### config.mk
export PLATFORM = sky130hd
export DESIGN_NAME = sha3_absorb_pack
export DESIGN_NICKNAME = d
export VERILOG_FILES = /design/src/rtl/sha3_pkg.sv /design/src/rtl/sha3_blkreg.sv /design/src/rtl/sha3_absorb_pack.sv
export SDC_FILE = /design/constraint.sdc
export NUM_CORES = 2
export LEC_CHECK = 0
export CAP_MARGIN = 20
export CORE_AREA = 4 4 451 453
export CTS_BUF_LIST = sky130_fd_sc_hd__clkbuf_4 sky130_fd_sc_hd__clkbuf_8
export CTS_CLUSTER_DIAMETER = 150
export DETAILED_ROUTE_END_ITERATION = 10
export DIE_AREA = 0 0 455 457
export DONT_BUFFER_PORTS = 1
export HOLD_SLACK_MARGIN = 0.1
export SLEW_MARGIN = 20
export SYNTH_ARGS = -nofsm -noshare
export SYNTH_HDL_FRONTEND = slang
export SYNTH_SLANG_ARGS = --single-unit
### constraint.sdc
create_clock -name clk -period 5.9 [get_ports clk]
set_input_delay 1.18 -clock clk [delete_from_list [all_inputs] [get_ports clk]]
set_output_delay 1.18 -clock clk [all_outputs]
set_load 0.005 [all_outputs]
### src/rtl/sha3_pkg.sv
// ---------------------------------------------------------------------------
// sha3_pkg
// Shared definitions for the SHA-3 absorb path: rate sizes per variant (in
// 32-bit words), the SHA-3 domain/end padding bytes and the state encoding of
// the absorb/pack controller.
// ---------------------------------------------------------------------------
package sha3_pkg;

   // Rate in 32-bit words for each SHA-3 variant.
   localparam int RATEW_224 = 36;
   localparam int RATEW_256 = 34;
   localparam int RATEW_384 = 26;
   localparam int RATEW_512 = 18;

   // Domain-separation byte at the message end, and the final-byte marker.
   localparam logic [7:0] PAD_DS  = 8'h06;
   localparam logic [7:0] PAD_END = 8'h80;

   typedef enum logic [2:0] {
      IDLE,
      FETCH,
      WAIT,
      PAD,
      OUT
   } state_t;

endpackage

### src/rtl/sha3_blkreg.sv
// ---------------------------------------------------------------------------
// sha3_blkreg
// RATEW-word Keccak rate block register. Words are written little-endian
// (word i occupies bytes 4i..4i+3) with a per-byte keep mask so a partial
// final word only contributes its message bytes. A single pad strobe XORs the
// domain byte at padpos and the end marker into the last byte of the block.
//
// Ports:
//   clk, rst  clock, synchronous active-high reset (clears the block)
//   clr       clear the whole block to zero
//   wen       write wdata (masked by wkeep) into word widx
//   widx      word index
//   wdata     word data from the FIFO
//   wkeep     per-byte keep mask for wdata (bit b keeps byte b)
//   padx      apply padding: byte padpos ^= 0x06, last byte ^= 0x80
//   padpos    byte offset of the domain-separation byte
//   blk       block contents; byte i = blk[8i+7:8i]
// ---------------------------------------------------------------------------
module sha3_blkreg
   import sha3_pkg::*;
#(
   parameter  int WID   = 32,
   parameter  int RATEW = RATEW_256,
   localparam int WIW   = $clog2(RATEW + 1),
   localparam int PW    = $clog2(RATEW * WID / 8)
) (
   input  logic                 clk,
   input  logic                 rst,
   input  logic                 clr,
   input  logic                 wen,
   input  logic [WIW-1:0]       widx,
   input  logic [WID-1:0]       wdata,
   input  logic [WID/8-1:0]     wkeep,
   input  logic                 padx,
   input  logic [PW-1:0]        padpos,
   output logic [RATEW*WID-1:0] blk
);

   localparam int NBYTE = RATEW * WID / 8;

   logic [WID-1:0]       wmask;
   logic [RATEW*WID-1:0] padvec;

   // NOTE: every always_comb output gets a default first so no path leaves it
   // unassigned and no latch is inferred.
   always_comb begin
      wmask = '0;
      for (int b = 0; b < WID / 8; b++) begin
         wmask[8*b +: 8] = {8{wkeep[b]}};
      end
   end

   // Both pad bytes are XORed so that padpos == NBYTE-1 yields 0x86.
   always_comb begin
      padvec = '0;
      padvec[8*padpos +: 8] = PAD_DS;
      padvec[8*(NBYTE-1) +: 8] = padvec[8*(NBYTE-1) +: 8] ^ PAD_END;
   end

   // NOTE: the block register is reset even though it is storage, because the
   // block output is visible on the port and must read zero after reset.
   // NOTE: sequential state uses non-blocking assignments only.
   always_ff @(posedge clk) begin
      if (rst || clr) begin
         blk <= '0;
      end else if (wen) begin
         blk[WID*int'(widx) +: WID] <= wdata & wmask;
      end else if (padx) begin
         blk <= blk ^ padvec;
      end
   end

endmodule

### src/rtl/sha3_absorb_pack.sv
// ---------------------------------------------------------------------------
// sha3_absorb_pack
// Read-side consumer of the message FIFO. Pulls 32-bit words one at a time,
// packs them little-endian into Keccak rate blocks, applies SHA-3 padding to
// the final block and offers each block to the permutation core over a
// valid/ready handshake.
//
// Ports:
//   clk, rst   FIFO read clock, synchronous active-high reset
//   start      command pulse, accepted only while idle
//   msglen     message length in bytes, sampled on accepted start
//   busy       high from accepted start until the last block is taken
//   fifordy    FIFO holds at least one word
//   fifoget    one-cycle read request (at most one outstanding)
//   fifovld    read data valid, one or more cycles after fifoget
//   fifodout   read data
//   blkvld     block valid
//   blkrdy     permutation core accepts the block
//   blkdo      block data, byte i = blkdo[8i+7:8i]
//   blklast    current block is the final padded block
//   unexperr   one-cycle pulse when fifovld arrives with no get outstanding
// ---------------------------------------------------------------------------
module sha3_absorb_pack
   import sha3_pkg::*;
#(
   parameter int WID   = 32,
   parameter int RATEW = RATEW_256,
   parameter int LENW  = 32
) (
   input  logic                 clk,
   input  logic                 rst,
   input  logic                 start,
   input  logic [LENW-1:0]      msglen,
   output logic                 busy,
   input  logic                 fifordy,
   output logic                 fifoget,
   input  logic                 fifovld,
   input  logic [WID-1:0]       fifodout,
   output logic                 blkvld,
   input  logic                 blkrdy,
   output logic [RATEW*WID-1:0] blkdo,
   output logic                 blklast,
   output logic                 unexperr
);

   localparam int BW    = WID / 8;
   localparam int TW    = $clog2(BW + 1);
   localparam int NBYTE = RATEW * BW;
   localparam int WIW   = $clog2(RATEW + 1);
   localparam int BCW   = $clog2(NBYTE + 1);
   localparam int PW    = $clog2(NBYTE);
   localparam logic [BCW-1:0] BLKBYTES = BCW'(NBYTE);

   state_t          state;
   logic [LENW-1:0] rem;    // message bytes still to be fetched
   logic [WIW-1:0]  wi;     // next word slot in the block
   logic [BCW-1:0]  bcnt;   // message bytes already in the block

   logic [TW-1:0]   take;   // bytes the current word contributes
   logic [BW-1:0]   keep;
   logic [BCW-1:0]  nbcnt;
   logic [LENW-1:0] nrem;
   logic            wen, clr, padx;

   always_comb begin
      take  = (rem >= LENW'(BW)) ? TW'(BW) : TW'(rem);
      nbcnt = bcnt + BCW'(take);
      nrem  = rem - LENW'(take);
      keep  = '0;
      for (int b = 0; b < BW; b++) begin
         keep[b] = (TW'(b) < take);
      end
   end

   assign wen  = (state == WAIT) && fifovld;
   assign clr  = ((state == IDLE) && start) ||
                 ((state == OUT) && blkrdy && !blklast);
   assign padx = (state == PAD);

   sha3_blkreg #(
      .WID   (WID),
      .RATEW (RATEW)
   ) u_blkreg (
      .clk    (clk),
      .rst    (rst),
      .clr    (clr),
      .wen    (wen),
      .widx   (wi),
      .wdata  (fifodout),
      .wkeep  (keep),
      .padx   (padx),
      .padpos (PW'(bcnt)),
      .blk    (blkdo)
   );

   always_ff @(posedge clk) begin
      if (rst) begin
         state    <= IDLE;
         rem      <= '0;
         wi       <= '0;
         bcnt     <= '0;
         busy     <= 1'b0;
         fifoget  <= 1'b0;
         blkvld   <= 1'b0;
         blklast  <= 1'b0;
         unexperr <= 1'b0;
      end else begin
         fifoget  <= 1'b0;
         // Only WAIT has a get outstanding; data anywhere else is dropped.
         unexperr <= fifovld && (state != WAIT);
         case (state)
            IDLE: begin
               if (start) begin
                  rem   <= msglen;
                  wi    <= '0;
                  bcnt  <= '0;
                  busy  <= 1'b1;
                  state <= (msglen != '0) ? FETCH : PAD;
               end
            end
            FETCH: begin
               if (fifordy) begin
                  fifoget <= 1'b1;
                  state   <= WAIT;
               end
            end
            WAIT: begin
               if (fifovld) begin
                  rem  <= nrem;
                  wi   <= wi + WIW'(1);
                  bcnt <= nbcnt;
                  // A partial last word never fills the block, so it pads
                  // in place; a block filled by whole words is sent unpadded.
                  if (nbcnt == BLKBYTES) begin
                     blkvld  <= 1'b1;
                     blklast <= 1'b0;
                     state   <= OUT;
                  end else if (nrem == '0) begin
                     state <= PAD;
                  end else begin
                     state <= FETCH;
                  end
               end
            end
            PAD: begin
               blklast <= 1'b1;
               blkvld  <= 1'b1;
               state   <= OUT;
            end
            OUT: begin
               if (blkrdy) begin
                  blkvld <= 1'b0;
                  if (blklast) begin
                     blklast <= 1'b0;
                     busy    <= 1'b0;
                     state   <= IDLE;
                  end else begin
                     // rem == 0 here means the message filled whole blocks;
                     // an all-padding block follows.
                     wi    <= '0;
                     bcnt  <= '0;
                     state <= (rem != '0) ? FETCH : PAD;
                  end
               end
            end
            default: state <= IDLE;
         endcase
      end
   end

endmodule

# Word-level counts from Yosys, hierarchy flattened
# Cells that the tools add are included.
dict set report classes {
  n_addsub 5
  magnitude_cmp 5
  n_eq_ne 13
  shift 4
  muxes 39
  n_bitwise 5
  n_reduce_logical 23
}
# operator count
set ops {}
lappend ops {{1088-bit 2-to-1 mux} 2}
lappend ops {{1088-bit AND} 1}
lappend ops {{1088-bit bitwise mux} 1}
lappend ops {{32-bit by 33-bit variable shift with 1088-bit output (first input constant)} 1}
lappend ops {{8-bit by 34-bit variable shift with 1088-bit output (first input constant)} 1}
lappend ops {{32-bit by 33-bit variable part select with 1088-bit output} 1}
lappend ops {{8-bit by 34-bit variable part select with 1088-bit output (first input constant)} 1}
lappend ops {{1088-bit XOR} 1}
lappend ops {{32-bit 2-to-1 mux} 2}
lappend ops {{32-bit case mux with 2 select lines} 1}
lappend ops {{32-bit nonzero test} 2}
lappend ops {{11-bit negator with 34-bit output} 1}
lappend ops {{11-bit negator with 33-bit output} 1}
lappend ops {{32-bit AND} 1}
lappend ops {{32-bit by 3-bit >= comparator with 1-bit output (second input constant)} 1}
lappend ops {{32-bit zero test} 1}
lappend ops {{8-bit 2-to-1 mux} 4}
lappend ops {{32-bit by 3-bit subtractor with 32-bit output} 1}
lappend ops {{6-bit 2-to-1 mux} 4}
lappend ops {{8-bit case mux with 3 select lines} 1}
lappend ops {{3-bit 2-to-1 mux} 6}
lappend ops {{6-bit case mux with 3 select lines} 1}
lappend ops {{3-bit case mux with 5 select lines} 1}
lappend ops {{2-bit inequality test (second input constant)} 6}
lappend ops {{25 further kinds} 51}
dict set report totals {
  register_bits 1142
  in_bits 70
  output_inout_bits 1093
  elab_cells 104
}

# Depth between registers and ports, before layout
dict set report depth {
  word_depth 8
  ltp_mapped 17
  mapped_depth_nobuf 15
}

# By module
# From an unflattened synthesis, not the netlist that was laid out.
dict set report hier_totals {
  cells_unflattened 6314
  hier_area_um2 48923.2
}
# module n_inst cells_per_inst area_per_inst_um2 seq_area_each_um2
set modules_own_cells {}
lappend modules_own_cells {sha3_blkreg 1 5808 45090.7 21780.9}
lappend modules_own_cells {sha3_absorb_pack 1 506 3832.4 1081.0}

# Least setup slack after synthesis
# No wires, ideal clock.
dict set report synth_timing {
  path_kind {reg2reg}
  start {register rem[2]}
  end {register state[1]}
  setup_time_ps 84
  arrival_ps 3867
  required_ps 5816
  setup_slack_ps 1949
  stages_incl_launch_ff 16
  path_buffers 3
  period_less_slack_ps 3951
  path_cell_list {dfxtp_1 buf_2 nor4_1 nand3_1 nor3_2 buf_4 clkbuf_1 and2_1 ha_1 a211oi_1 nor2_1 and4_1 o2111a_1 nand4b_1 or4_1 o31ai_2}
}
dict set report synth_via {
  elab_chain_cells 8
  word_cells_on_any_way 14
  cone_classes {add/sub: 2; order compare: 1; eq/ne: 1; mux: 8; reduce/logical: 2}
}
# element line_no
set synth_rtl {}
lappend synth_rtl {{from (decl)} sha3_absorb_pack.sv:55} ;# logic [LENW-1:0] rem;
lappend synth_rtl {{from (signal assigned)} sha3_absorb_pack.sv:114} ;# rem <= msglen;
lappend synth_rtl {{from (signal assigned)} sha3_absorb_pack.sv:129} ;# rem <= nrem;
lappend synth_rtl {{32-bit by 3-bit >= comparator with 1-bit output} sha3_absorb_pack.sv:66} ;# take = (rem >= LENW'(BW)) ? TW'(BW) : TW'(rem);
lappend synth_rtl {{3-bit 2-to-1 mux} sha3_absorb_pack.sv:66}
lappend synth_rtl {{32-bit by 3-bit subtractor with 32-bit output} sha3_absorb_pack.sv:68} ;# nrem = rem - LENW'(take);
lappend synth_rtl {{32-bit zero test} sha3_absorb_pack.sv:138} ;# end else if (nrem == '0) begin
lappend synth_rtl {{2-bit 2-to-1 mux} sha3_absorb_pack.sv:138}
lappend synth_rtl {{3-bit 2-to-1 mux} sha3_absorb_pack.sv:134} ;# if (nbcnt == BLKBYTES) begin
lappend synth_rtl {{3-bit 2-to-1 mux} sha3_absorb_pack.sv:128} ;# if (fifovld) begin
lappend synth_rtl {{3-bit case mux with 5 select lines (*)} sha3_absorb_pack.sv:111} ;# case (state)
lappend synth_rtl {{to (signal assigned)} sha3_absorb_pack.sv:118} ;# state <= (msglen != '0) ? FETCH : PAD;
lappend synth_rtl {{to (signal assigned)} sha3_absorb_pack.sv:162} ;# state <= (rem != '0) ? FETCH : PAD;
lappend synth_rtl {{to (decl)} sha3_absorb_pack.sv:54} ;# state_t state;
# Every way passes the cells marked *; elsewhere a longest branch is shown, timed or not. The select of a mux whose other input is x is not followed.
# A chain may end at the register's enable or synchronous reset.

# Worst setup path after layout
dict set report layout_timing {
  start {register bcnt[3]}
  end {register u_blkreg.blk[969]}
}
dict set report layout_via {
  elab_chain_cells 6
  word_cells_on_any_way 7
  cone_classes {add/sub: 1; shift: 2; mux: 2; bitwise: 2}
}
# element line_no
set layout_rtl {}
lappend layout_rtl {{from (decl)} sha3_absorb_pack.sv:57} ;# logic [BCW-1:0] bcnt;
lappend layout_rtl {{from (signal assigned)} sha3_absorb_pack.sv:131} ;# bcnt <= nbcnt;
lappend layout_rtl {{11-bit negator with 34-bit output (*)} sha3_blkreg.sv:56} ;# padvec[8*padpos +: 8] = PAD_DS;
lappend layout_rtl {{8-bit by 34-bit variable part select with 1088-bit output / 8-bit by 34-bit variable shift with 1088-bit output (equally long branches)} sha3_blkreg.sv:56}
lappend layout_rtl {{1088-bit AND (no line) (*)} --}
lappend layout_rtl {{1088-bit XOR (*)} sha3_blkreg.sv:69} ;# blk <= blk ^ padvec;
lappend layout_rtl {{1088-bit 2-to-1 mux (*)} sha3_blkreg.sv:68} ;# end else if (padx) begin
lappend layout_rtl {{1088-bit 2-to-1 mux (*)} sha3_blkreg.sv:66} ;# end else if (wen) begin
lappend layout_rtl {{to (signal, indexed assignment)} sha3_blkreg.sv:67} ;# blk[WID*int'(widx) +: WID] <= wdata & wmask;
lappend layout_rtl {{to (signal assigned)} sha3_blkreg.sv:69}
lappend layout_rtl {{to (decl)} sha3_blkreg.sv:36} ;# output logic [RATEW*WID-1:0] blk
# Marked as above.

==> flow_summary.yaml <==
detailed_routing:
  wire_per_inst_um: 32.0
  viasPerCell: 5.29
  drc: 0
  routed_wl_um: 280000
  drtAntennaViolNets: 0
  dr.pass1.iters: 7
  via_count: 46400
  drtIter0Drc: 5397
cells_and_area:
  final_cells: 8765
  area_delta_synth_final_pct: 16.2
  drive_gt1_frac: 0.100
  finalNetCount: 5979
  multi_input_area_um2: 22200
  fillers: 21600
  seq_area_um2: 22900
placed_design:
  place_ws_ps: 1340
  port_buffers: 0
  gp_congestion: 0.952
  hpwl_um: 205000
  dpl.cell_count: 8350
synth:
  synth_top_area_frac: 0.491
  ys_seq_elements: 1142
  synthesis.area_um2: 46600
  ys_warn_count: 0
  synth_top_area_cell: "dfxtp_1"
  syn_inst: 6074
  syn-num-nets: 6154
  synth-seq-area-share: 0.491
  ys.flop_type: "dfxtp_1"
  netlist_top_cells_area: "dfxtp_1, a21oi_1, nand2_1"
  synthDistinctLibCells: 80
  synth-edff-count: 0
  yosysMostFrequentCell: "dfxtp_1"
  synth_top_cells_by_count: "dfxtp_1, nand2_1, a21oi_1, nor2_1, clkbuf_1"
  avgSynthCellArea_um2: 7.67
  async_flop_share: 0
power_and_ir_drop:
  p_per_area_nw_per_um2: 311
  vdd_drop_max_uv: 225
  p_leak_nw: 17.0
cts:
  h-tree-depth: 4
  ctsHoldBuffers: 0
  cts.sinks: 1142
  cts.repair.resized: 0
  cts_setup_buffers: 0
  tritoncts.num_buffers: 202
  cts_buffer_depth: 3
  clkTransAtPathRegs_ps: 70
  clock_latency_ps: 1030
  cts_tree: "yes"
  cts-root-buf: "clkbuf_8"
sta:
  setup_slack_ps: 1200
  slew_viol_final: 0
  relSlewSlack: 0.182
  max_freq_mhz: 213
  hold_viol_final: 0
  min_period_ps: 4700
  fin_skew_ps: 64.2
  rsz0062_at_grt: "no"
  whs_ps: 280
  tns_ps: 0
  post-route-period-util: 0.796
  worst_pin_slew_ps: 1220
  setup_viol: 0
global_routing:
  antenna_found_initial: 31
  grt_pass1_vias: 42500
  overflow: 0
  grt_pass1_wl_um: 369000
  track_usage: 0.255
  grt_start_max_net_pins: 150
floorplan:
  pin_count: 1163
  core_um2: 199000
  die_area_um2: 208000
  fp-row-count: 164
  chipWidth_um: 455
  initial_core_util: 0.234
  die_h_um: 457
setup_path:
  startpoint_type: "register"
  cp_max_fo: 18
  arrival_ps: 5570
  worstPathRequired_ps: 6770
  end_kind: "register"
  crit_type: "reg -> reg"
run:
  cap_viol_max_count: 0
outcome:
  status: "complete, no violations"
hold_path:
  hp-class: "in -> reg"
-- where the power goes --
part / switching (W) / total, W / internal, W / leakage (nW)
logic: 0.000560 / 0.000740 / 0.000180 / 5.43
clock network: 0.00372 / 0.00827 / 0.00455 / 2.39
registers: 0.0000572 / 0.00780 / 0.00774 / 9.20
-- cell usage in the layout, fill, tap and decap left out, types with 16 or more instances in the layout --
| cell type | n |
|---|---|
| and3_1 | 52 |
| a21oi_1 | 1035 |
| dfxtp_1 | 1142 |
| nand2_1 | 1072 |
| nand2_2 | 18 |
| a211oi_1 | 122 |
| clkbuf_8 | 256 |
| nor3_1 | 68 |
| xor2_1 | 107 |
| buf_4 | 103 |
| xnor2_1 | 63 |
| a221oi_1 | 37 |
| nand2b_1 | 16 |
| clkinv_2 | 27 |
| diode_2 | 49 |
| nand4_1 | 22 |
| a22oi_1 | 42 |
| and2_1 | 64 |
| nor2_1 | 976 |
| clkbuf_4 | 55 |
| nand3_1 | 254 |
| o211ai_1 | 21 |
| nor2_2 | 24 |
| o21ai_0 | 128 |
| o22ai_1 | 23 |
| nor4_1 | 36 |
-- critical path: stages (launching register included) --
cell     delay (ps)
dfxtp_1         750
nor4_4          170
nand3_1         210
nor2_1           60
ha_1            320
a31oi_1         730
and4_1          890
nand2_1         380
o21ai_0         630
nand2_1         150
a22oi_1         210
nor2_1           60
-- worst paths after layout --
kind                 start                 to  slack (ps)  cells after the start
hold reg to reg   register           register         470                      2
setup reg to reg   bcnt[3]  u_blkreg.blk[969]        1200                     11
hold / removal         rst             rem[2]         280                      1
setup / recovery   bcnt[3]  u_blkreg.blk[969]        1200                     11
-- stage by stage --
stage / util / cell area [µm²] / power, W
final: 0.272 / 54100 / 0.0168
after global routing: 0.271 / 54000 / 0.0174
after CTS: 0.271 / 53900 / 0.0169
after detailed placement: 0.248 / 49400 / 0.00868
after global placement: 0.248 / 49400 / 0.00868
after floorplan: - / 46600 / 0.00846
-- area by class of cell --
type / instances / share of cell area
timing repair buffer: 115 / 0.0186
clock inverter: 54 / 0.0106
sequential: 1142 / 0.423
tap: 2656 / 0.0614
antenna: 49 / 0.00227
inverter: 15 / 0.00104
multi-input combinational: 4423 / 0.411
clock buffer: 311 / 0.0727
-- routing by layer --
metal / track usage / vias up / share of wire / wire, µm
li1: - / 20300 / - / -
met2: 0.403 / 2975 / 0.45 / 126000
met3: 0.104 / 765 / 0.12 / 34400
met1: 0.275 / 22300 / 0.35 / 97100
met4: 0.185 / 2 / 0.082 / 22900
met5: 0 / - / 0.000068 / 19
-- cell families after synthesis --
group           after synthesis  share of synthesized area
other cells                   1                  0.0000805
flops                      1142                      0.491
simple gates               2722                      0.247
compound gates             1509                      0.183
mux                          11                    0.00239
buf+inv                     509                     0.0422
fa+ha+maj                    10                    0.00285
xor+xnor                    170                     0.0320
No activity file was read; power rests on OpenSTA's default activity.
